===== src/rtl/uart_pkg.sv =====
// Shared types and helpers for the UART receive path.
// Imported by uart_rx_monitor and uart_rx_fifo.
package uart_pkg;

   typedef enum logic [2:0] {
      IDLE      = 3'd0,
      START     = 3'd1,
      DATA      = 3'd2,
      PARITY    = 3'd3,
      STOP      = 3'd4,
      WAIT_IDLE = 3'd5
   } uart_rx_state_e;

   localparam int UART_DATA_BITS = 8;

   function automatic int clks_per_bit(input int freq, input int baud);
      return freq / baud;
   endfunction

endpackage


===== src/rtl/uart_rx_fifo.sv =====
// Show-ahead FIFO with wrap-bit pointers.
// A push into a full FIFO is accepted only alongside a pop.
module uart_rx_fifo
   import uart_pkg::*;
#(
   parameter int DEPTH = 4,
   parameter int WIDTH = UART_DATA_BITS
) (
   input  logic             clk,
   input  logic             rst_n,
   input  logic             push,
   input  logic [WIDTH-1:0] push_data,
   input  logic             pop,
   output logic [WIDTH-1:0] pop_data,
   output logic             full,
   output logic             empty
);

   localparam int AW = $clog2(DEPTH);

   logic [AW:0]      wptr;
   logic [AW:0]      rptr;
   logic [WIDTH-1:0] mem [DEPTH];
   logic             do_push;
   logic             do_pop;

   assign empty = (wptr == rptr);
   assign full  = (wptr[AW] != rptr[AW]) &&
                  (wptr[AW-1:0] == rptr[AW-1:0]);

   assign do_pop  = pop && !empty;
   assign do_push = push && (!full || do_pop);

   assign pop_data = empty ? '0 : mem[rptr[AW-1:0]];

   always_ff @(posedge clk) begin
      if (!rst_n) begin
         wptr <= '0;
         rptr <= '0;
      end else begin
         if (do_push) wptr <= wptr + 1'b1;
         if (do_pop)  rptr <= rptr + 1'b1;
      end
   end

   always_ff @(posedge clk) begin
      if (do_push) mem[wptr[AW-1:0]] <= push_data;
   end

endmodule


===== src/rtl/uart_rx_monitor.sv =====
// UART 8N1 receiver with FIFO and error flags.
// Define UART_RX_PARITY_EN for 8E1 framing and parity checking.
module uart_rx_monitor
   import uart_pkg::*;
#(
   parameter int CLK_FREQ = 100000000,
   parameter int BAUD     = 115200,
   parameter int DEPTH    = 4
) (
   input  logic       io_clock,
   input  logic       io_reset,
   input  logic       io_rxd,
   output logic       io_rx_valid,
   input  logic       io_rx_ready,
   output logic [7:0] io_rx_payload,
   output logic       io_frameErr,
   output logic       io_parityErr,
   output logic       io_overrun,
   input  logic       io_clearErr
);

   localparam int CPB = clks_per_bit(CLK_FREQ, BAUD);
   localparam int CW  = $clog2(CPB);
   localparam logic [CW-1:0] HALF = CW'(CPB / 2 - 1);
   localparam logic [CW-1:0] LAST = CW'(CPB - 1);

   logic           s1;
   logic           s2;
   logic           prev;
   logic           fall;
   uart_rx_state_e state;
   logic [CW-1:0]  cnt;
   logic [2:0]     idx;
   logic [7:0]     shift;
   logic           at_half;
   logic           at_last;
   logic           push;
   logic           pop;
   logic           full;
   logic           empty;
   logic           frame_err;

   always_ff @(posedge io_clock) begin
      if (!io_reset) begin
         s1   <= 1'b1;
         s2   <= 1'b1;
         prev <= 1'b1;
      end else begin
         s1   <= io_rxd;
         s2   <= s1;
         prev <= s2;
      end
   end

   assign fall    = prev && !s2;
   assign at_half = (cnt == HALF);
   assign at_last = (cnt == LAST);

`ifdef UART_RX_PARITY_EN
   localparam uart_rx_state_e AFTER_DATA = PARITY;
   logic perr;
   logic parity_err;

   assign push = (state == STOP) && at_last && s2 && !perr;
   assign io_parityErr = parity_err;
`else
   localparam uart_rx_state_e AFTER_DATA = STOP;

   assign push = (state == STOP) && at_last && s2;
   assign io_parityErr = 1'b0;
`endif

   always_ff @(posedge io_clock) begin
      if (!io_reset) begin
         state     <= IDLE;
         cnt       <= '0;
         idx       <= '0;
         shift     <= '0;
         frame_err <= 1'b0;
`ifdef UART_RX_PARITY_EN
         perr       <= 1'b0;
         parity_err <= 1'b0;
`endif
      end else begin
         frame_err <= 1'b0;
`ifdef UART_RX_PARITY_EN
         parity_err <= 1'b0;
`endif
         cnt <= cnt + CW'(1);
         unique case (state)
            IDLE: begin
               cnt <= '0;
               if (fall) state <= START;
            end
            START: begin
               if (at_half) begin
                  cnt   <= '0;
                  idx   <= '0;
                  state <= s2 ? IDLE : DATA;
               end
            end
            DATA: begin
               if (at_last) begin
                  cnt        <= '0;
                  shift[idx] <= s2;
                  idx        <= idx + 3'd1;
                  if (idx == 3'd7) state <= AFTER_DATA;
               end
            end
`ifdef UART_RX_PARITY_EN
            PARITY: begin
               if (at_last) begin
                  cnt   <= '0;
                  perr  <= s2 ^ (^shift);
                  state <= STOP;
               end
            end
`endif
            STOP: begin
               if (at_last) begin
                  cnt <= '0;
                  if (!s2) begin
                     frame_err <= 1'b1;
                     state     <= WAIT_IDLE;
                  end else begin
                     state <= IDLE;
`ifdef UART_RX_PARITY_EN
                     parity_err <= perr;
`endif
                  end
               end
            end
            WAIT_IDLE: begin
               cnt <= '0;
               if (s2) state <= IDLE;
            end
            default: begin
               cnt   <= '0;
               state <= IDLE;
            end
         endcase
      end
   end

   assign io_frameErr = frame_err;
   assign io_rx_valid = !empty;
   assign pop         = io_rx_valid && io_rx_ready;

   // set beats clear when both land in the same cycle
   always_ff @(posedge io_clock) begin
      if (!io_reset) begin
         io_overrun <= 1'b0;
      end else if (push && full && !pop) begin
         io_overrun <= 1'b1;
      end else if (io_clearErr) begin
         io_overrun <= 1'b0;
      end
   end

   uart_rx_fifo #(
      .DEPTH (DEPTH),
      .WIDTH (UART_DATA_BITS)
   ) u_fifo (
      .clk       (io_clock),
      .rst_n     (io_reset),
      .push      (push),
      .push_data (shift),
      .pop       (pop),
      .pop_data  (io_rx_payload),
      .full      (full),
      .empty     (empty)
   );

endmodule


===== config.mk =====
export PLATFORM = sky130hd
export DESIGN_NAME = uart_rx_monitor
export DESIGN_NICKNAME = d
export VERILOG_FILES = /design/src/rtl/uart_pkg.sv /design/src/rtl/uart_rx_fifo.sv /design/src/rtl/uart_rx_monitor.sv
export SDC_FILE = /design/constraint.sdc
export NUM_CORES = 1
export LEC_CHECK = 0
export CORE_MARGIN = 8
export CORE_UTILIZATION = 62
export DETAILED_ROUTE_END_ITERATION = 12
export GPL_TIMING_DRIVEN = 0
export HOLD_SLACK_MARGIN = 0.02
export PLACE_DENSITY = 0.82
export SYNTH_ARGS = -nofsm -noshare
export SYNTH_HDL_FRONTEND = slang
export SYNTH_HIERARCHICAL = 1
export SYNTH_SLANG_ARGS = --single-unit

===== constraint.sdc =====
create_clock -name io_clock -period 4.2 [get_ports io_clock]
set_clock_uncertainty 0.2 [all_clocks]
set_input_delay 0.42 -clock io_clock [delete_from_list [all_inputs] [get_ports io_clock]]
set_output_delay 0.42 -clock io_clock [all_outputs]
set_load 0.01 [all_outputs]

After elaboration in Yosys (flattened, before gate mapping)
Memories as Yosys holds them, arrays and structs flattened. A register that Yosys moved wholly into a read port is not among the register bits.
Index checks and enable logic that the tools add are counted.
Storage, ports and cells
  memories kept: 1
  bits of input ports: 5
  bits in writable memories: 32
  flip-flop bits (word level): 35
Memories
  u_fifo.mem: words 4, bits a word 8, rd ports 1, clocked after memory_dff 1, wr ports 1, RTL line uart_rx_fifo.sv:23  | logic [WIDTH-1:0] mem [DEPTH];
Cells by class
  order comparisons: 2
  add/sub/neg operators: 4
  reduce and logical (&&, ||, !) cells: 23
  eq/ne operators: 16
  mux-type cells: 26
Operator list (count)
  3-bit two-way mux: 9
  10-bit two-way mux: 2
  10-bit one-hot mux with 2 select lines: 1
  3-bit one-hot mux with 5 select lines: 1
  2-bit != test, second input constant: 6
  10-bit by 1-bit adder with 10-bit output, second input constant: 1
  10-bit == test, second input constant: 1
  10-bit by 9-bit == test with 1-bit output, second input constant: 1
  1-bit logical AND: 10
  3-bit by 1-bit adder with 3-bit output, second input constant: 3
  3-bit == test, second input constant: 3
  8-bit bitwise mux: 1
  8-bit two-way mux: 1
  1-bit two-way mux: 6
  2-bit two-way mux: 3
  3-bit one-hot mux with 2 select lines: 1
  3-bit AND reduction: 2
  6-bit AND reduction: 1
  1-bit logical NOT: 4
  3-bit by 4-bit less-than comparator with 1-bit output, second input constant: 1
  2-bit nonzero test: 2
  1-bit demux with 3-bit select: 1
  3-bit by 1-bit == test with 1-bit output, second input constant: 1
  3-bit by 2-bit == test with 1-bit output, second input constant: 1
  8 further kinds: 8

Longest topological paths before layout
  depth in word-level cells: 8
  depth in mapped cells: 8
  depth with buffers taken out: 8

By module
Netlist, hierarchy kept.
By module, submodules not included
  uart_rx_fifo: cells each 103, times used 1, seq. area each 1121.1 um2, area each 1695.4 um2
  uart_rx_monitor: cells each 157, times used 1, seq. area each 580.6 um2, area each 1415.1 um2

Worst setup path after synthesis
No wires, ideal clock.
  kind: register to register
  start: register cnt[0]
  end: memory u_fifo/mem[3][0] (netlist name) (enable)
  stages on the path, launching flop included: 8
  period minus slack after synthesis: 2.782 ns
  arrival: 2.200 ns
  buffers on the path: 0
  path slack: 1.418 ns
  cells stage by stage: dfxtp_1 ha_1 or3b_4 nor3_2 inv_2 nor4_1 nand2_1 a41oi_1
Between the ends
  longest elaborated chain between the ends: 6
Ends and longest elaborated chain
  start, declared: RTL line uart_rx_monitor.sv:32  | logic [CW-1:0] cnt;
  start signal, assigned: RTL line uart_rx_monitor.sv:89  | cnt <= cnt + CW'(1);
  10-bit == test: RTL line uart_rx_monitor.sv:57  | assign at_last = (cnt == LAST);
  1-bit logical AND (2 in a row): RTL line uart_rx_monitor.sv:69  | assign push = (state == STOP) && at_last && s2;
  via push: RTL line uart_rx_monitor.sv:37  | logic push;
  1-bit logical AND: RTL line uart_rx_fifo.sv:32  | assign do_push = push && (!full || do_pop);
  1-bit two-way mux: RTL line uart_rx_fifo.sv:47  | if (do_push) mem[wptr[AW-1:0]] <= push_data;
  1-bit two-way mux (not written as such): RTL line uart_rx_fifo.sv:47
  end, declared: RTL line uart_rx_fifo.sv:23
The timed path passes the listed nets, and every way through them passes these cells.

Final worst setup path
  start: register cnt[0]
  end: memory u_fifo/mem[3][2] (netlist name) (enable)
Same word-level chain as after synthesis.

==> metrics.yaml <==
totalWireLength_um: 5220
clkTransAtPathRegs_ns: 0.07
cp.depth: 7
seq_power_share_pct: 50.0
multi_input_area_sq_um: 1320
rows: 25
die_h_um: 86.8
diodes: 0
viasPerCell: 5.46
cp.buffers_inverters: 1
synth.distinct_cells: 53
worstPathCellList: "ha_1 -> or3b_4 -> nor3_2 -> inv_2 -> nor4_1 -> nand2_1 -> a41oi_1"
synth-simple-area-share_pct: 18.4
nFillCells: 331
syn_inst: 260
rsz0062_at_grt: "no"
drive_gt1_share_pct: 13.4
power_mw: 1.42
critPathKind: "flip-flop to flip-flop"
grt_pass1_vias: 1849
cts-root-buf: "clkbuf_8"
crit_path_end_kind: "flip-flop"
p_int_mw: 1.11
cpPeakStageDelay_ns: 0.88
r2r_end: "u_fifo/mem[3][2]$_DFFE_PP_"
dp.cells: 342
synth_xor_area_share_pct: 4.22
core_area_sq_um: 4790
synth-seq-cells: 69
fin_crit_ns: 3.35
htreeDepth: 3
cts_resized: 0
grt_usage_pct: 14.6
synth_ff_type: "dfxtp_1"
critPathRequiredTime_ns: 3.95
avgSynthCellArea_sq_um: 12.0
worstRegToRegCells: 7
path_delay_family: "simple AND/OR/NAND/NOR gates"
worst-path-max-fanout: 9
use_met2_pct: 24.2
power_density_nw_per_um2: 398
slew_viol_final: 0
dieWidth_um: 86.8
worst_pin_slew_ns: 1.16
fin_tns_setup_ns: 0
clk_path_buf_depth: 2
worstSetupStartpointType: "flip-flop"
cts_made_buffers: 9
die-area_sq_um: 7540
status: "finished clean"
ys_seq_area_share_pct: 54.7
cap_violations: 0
synthAdderAreaFrac_pct: 3.62
antenna_left: 0
syn_area_sq_um: 3110
min_path_type: "flip-flop to flip-flop"
synth_compound_area_share_pct: 5.79
gr-usage-met1_pct: 16.7
crit_end: "u_fifo/mem[3][2]$_DFFE_PP_"
gr-max-usage-layer: "met2"
numPortBuffers: 15
p_leak_nw: 1.27
antenna_found_initial: 0
holdWs_ns: 0.216
layout.nets: 300
synth_top_family_by_area: "simple AND/OR/NAND/NOR gates"
clkSinkCount: 69
hold_violations: 0
syn_to_final_growth_pct: 15.0
cts_tree: "built"
grt_max_degree: 13
reg2reg_slack_ns: 0.85
power_frac_clock_pct: 42.9
fmax_mhz: 299
grt_overflow: 0
swShare_pct: 21.7
drtIter0Drc: 100
r2r_start: "cnt[0]$_SDFF_PN0_"
synthMuxAreaShare_pct: 10.3
switchingPower_uw: 308
grt_pass1_wl_um: 8370
syn-num-nets: 274
gp_congestion: 0.863
async_reset_ff_share_pct: 0
ys_warn_count: 6
crit_start: "cnt[0]$_SDFF_PN0_"
clk_latency_ns: 0.34
use_met3_pct: 4.82
regArea_sq_um: 1700
synth-edff-count: 32
slowest_stage: "a41oi_1"
holdBufCountCts: 0
postCtsSetupBuffers: 0
vias: 1955
drt_pass1_iterations: 4
fin_cells: 358
ios: 17
worstPathArrival_ns: 3.10
dpl.hpwl_um: 3650
ir_drop_mv: 0.311
start_util_pct: 65.0
finalCritPeriodShare_pct: 79.7
comb_power_share_pct: 7.0
slew_headroom_pct: 21.9
drc_errors: 0
finalSetupViolCount: 0
wl_per_cell_um: 14.6
==> layer usage <==
layer	vias to the layer above	share of wire [%]
met5	-	0
li1	984	-
met4	0	1.4
met3	8	5.1
met1	924	46
met2	39	48
==> cell usage in the layout (no fill, tap or decap), drive strengths merged, types with 9 or more instances in the layout <==
| cell type | instances |
|---|---|
| dfxtp | 37 |
| edfxtp | 32 |
| nand2 | 30 |
| nor2 | 17 |
| clkdlybuf4s50 | 15 |
| mux2i | 14 |
| clkbuf | 14 |
| nor2b | 10 |
| ha | 9 |
==> synth_stat cells, types with 3 or more instances <==
library cell  count  area [sq um]
inv_1             7          26.3
edfxtp_1         32           961
mux4_2            8           180
nor2b_1          10          62.6
ha_1              9           113
xor2_1            7          61.3
nor3_1            3          15.0
clkbuf_1          4          15.0
nand3_1           5          25.0
o211ai_1          3          22.5
a31oi_1           3          18.8
and3_1            3          18.8
mux2i_1          14           140
nor2_1           17          63.8
nand2_1          30           113
xnor2_1           8          70.1
dfxtp_1          37           741
a21boi_1          3          22.5
and2_1            5          31.3
nand2b_1          6          37.5
nand4_1           4          25.0
nand3b_1          3          22.5
==> logic make-up (layout without fill, tap and decap cells) <==
| family | after synthesis | in the layout |
|---|---|---|
| AOI/OAI and AO/OA | 23 | 23 |
| xor gates and xnor gates | 15 | 15 |
| adders and majority gates | 9 | 9 |
| buffers and inverters | 19 | 50 |
| DFF | 69 | 69 |
| muxes | 22 | 22 |
| other | 1 | 1 |
| and+or+nand+nor | 102 | 102 |
==> flip-flops by register name, summed over array words and instances (netlist names), named ones only <==
signal,count
io_frameErr,1
prev,1
shift,8
u_fifo/wptr,3
u_fifo/rptr,3
io_overrun,1
s1,1
s2,1
idx,3
cnt,10
u_fifo/mem,32
state,3
==> cell type report <==
cell class / instances / area share, %
multi-input cells: 172 / 36.9
flip-flops and latches: 69 / 47.6
plain buffers: 11 / 1.64
clock buffers: 10 / 4.16
clock inverters: 6 / 2.34
repair buffers: 15 / 4.20
inverters: 8 / 0.839
well taps: 67 / 2.34
==> power groups by stage <==
| stage | Combinational, mW | Clock, mW | Sequential, mW |
|---|---|---|---|
| 3_5_place_dp | 0.100 | 0 | 0.727 |
| 2_1_floorplan | 0.0789 | 0 | 0.725 |
| 5_1_grt | 0.112 | 0.647 | 0.713 |
| 3_3_place_gp | 0.0985 | 0 | 0.726 |
| 6_report | 0.100 | 0.610 | 0.712 |
| 4_1_cts | 0.101 | 0.619 | 0.711 |
==> how the worst min path moves through the flow <==
stage | end | start | depth (start not counted)
floorplan | s2$_SDFF_PN1_ | s1$_SDFF_PN1_ | 1
global placement | s2$_SDFF_PN1_ | s1$_SDFF_PN1_ | 1
detailed placement | s2$_SDFF_PN1_ | s1$_SDFF_PN1_ | 1
CTS | s2$_SDFF_PN1_ | s1$_SDFF_PN1_ | 1
global route | s2$_SDFF_PN1_ | s1$_SDFF_PN1_ | 1
finish | s2$_SDFF_PN1_ | s1$_SDFF_PN1_ | 1
==> metrics by stage <==
step / utilization [%] / area, sq um / setup WS, ns
2_1_floorplan: - / 3110 / 1.42
4_1_cts: 74.7 / 3580 / 0.832
3_3_place_gp: 69.9 / 3340 / 0.875
6_report: 74.7 / 3580 / 0.853
5_1_grt: 74.7 / 3580 / 0.601
3_5_place_dp: 69.9 / 3340 / 0.836
==> worst reg2reg max path: stages (launching register included) <==
cell     delay [ns]
dfxtp_1        0.40
ha_1           0.23
or3b_4         0.42
nor3_2         0.29
inv_2          0.06
nor4_1         0.38
nand2_1        0.09
a41oi_1        0.88
(Power assumes the default switching activity.)
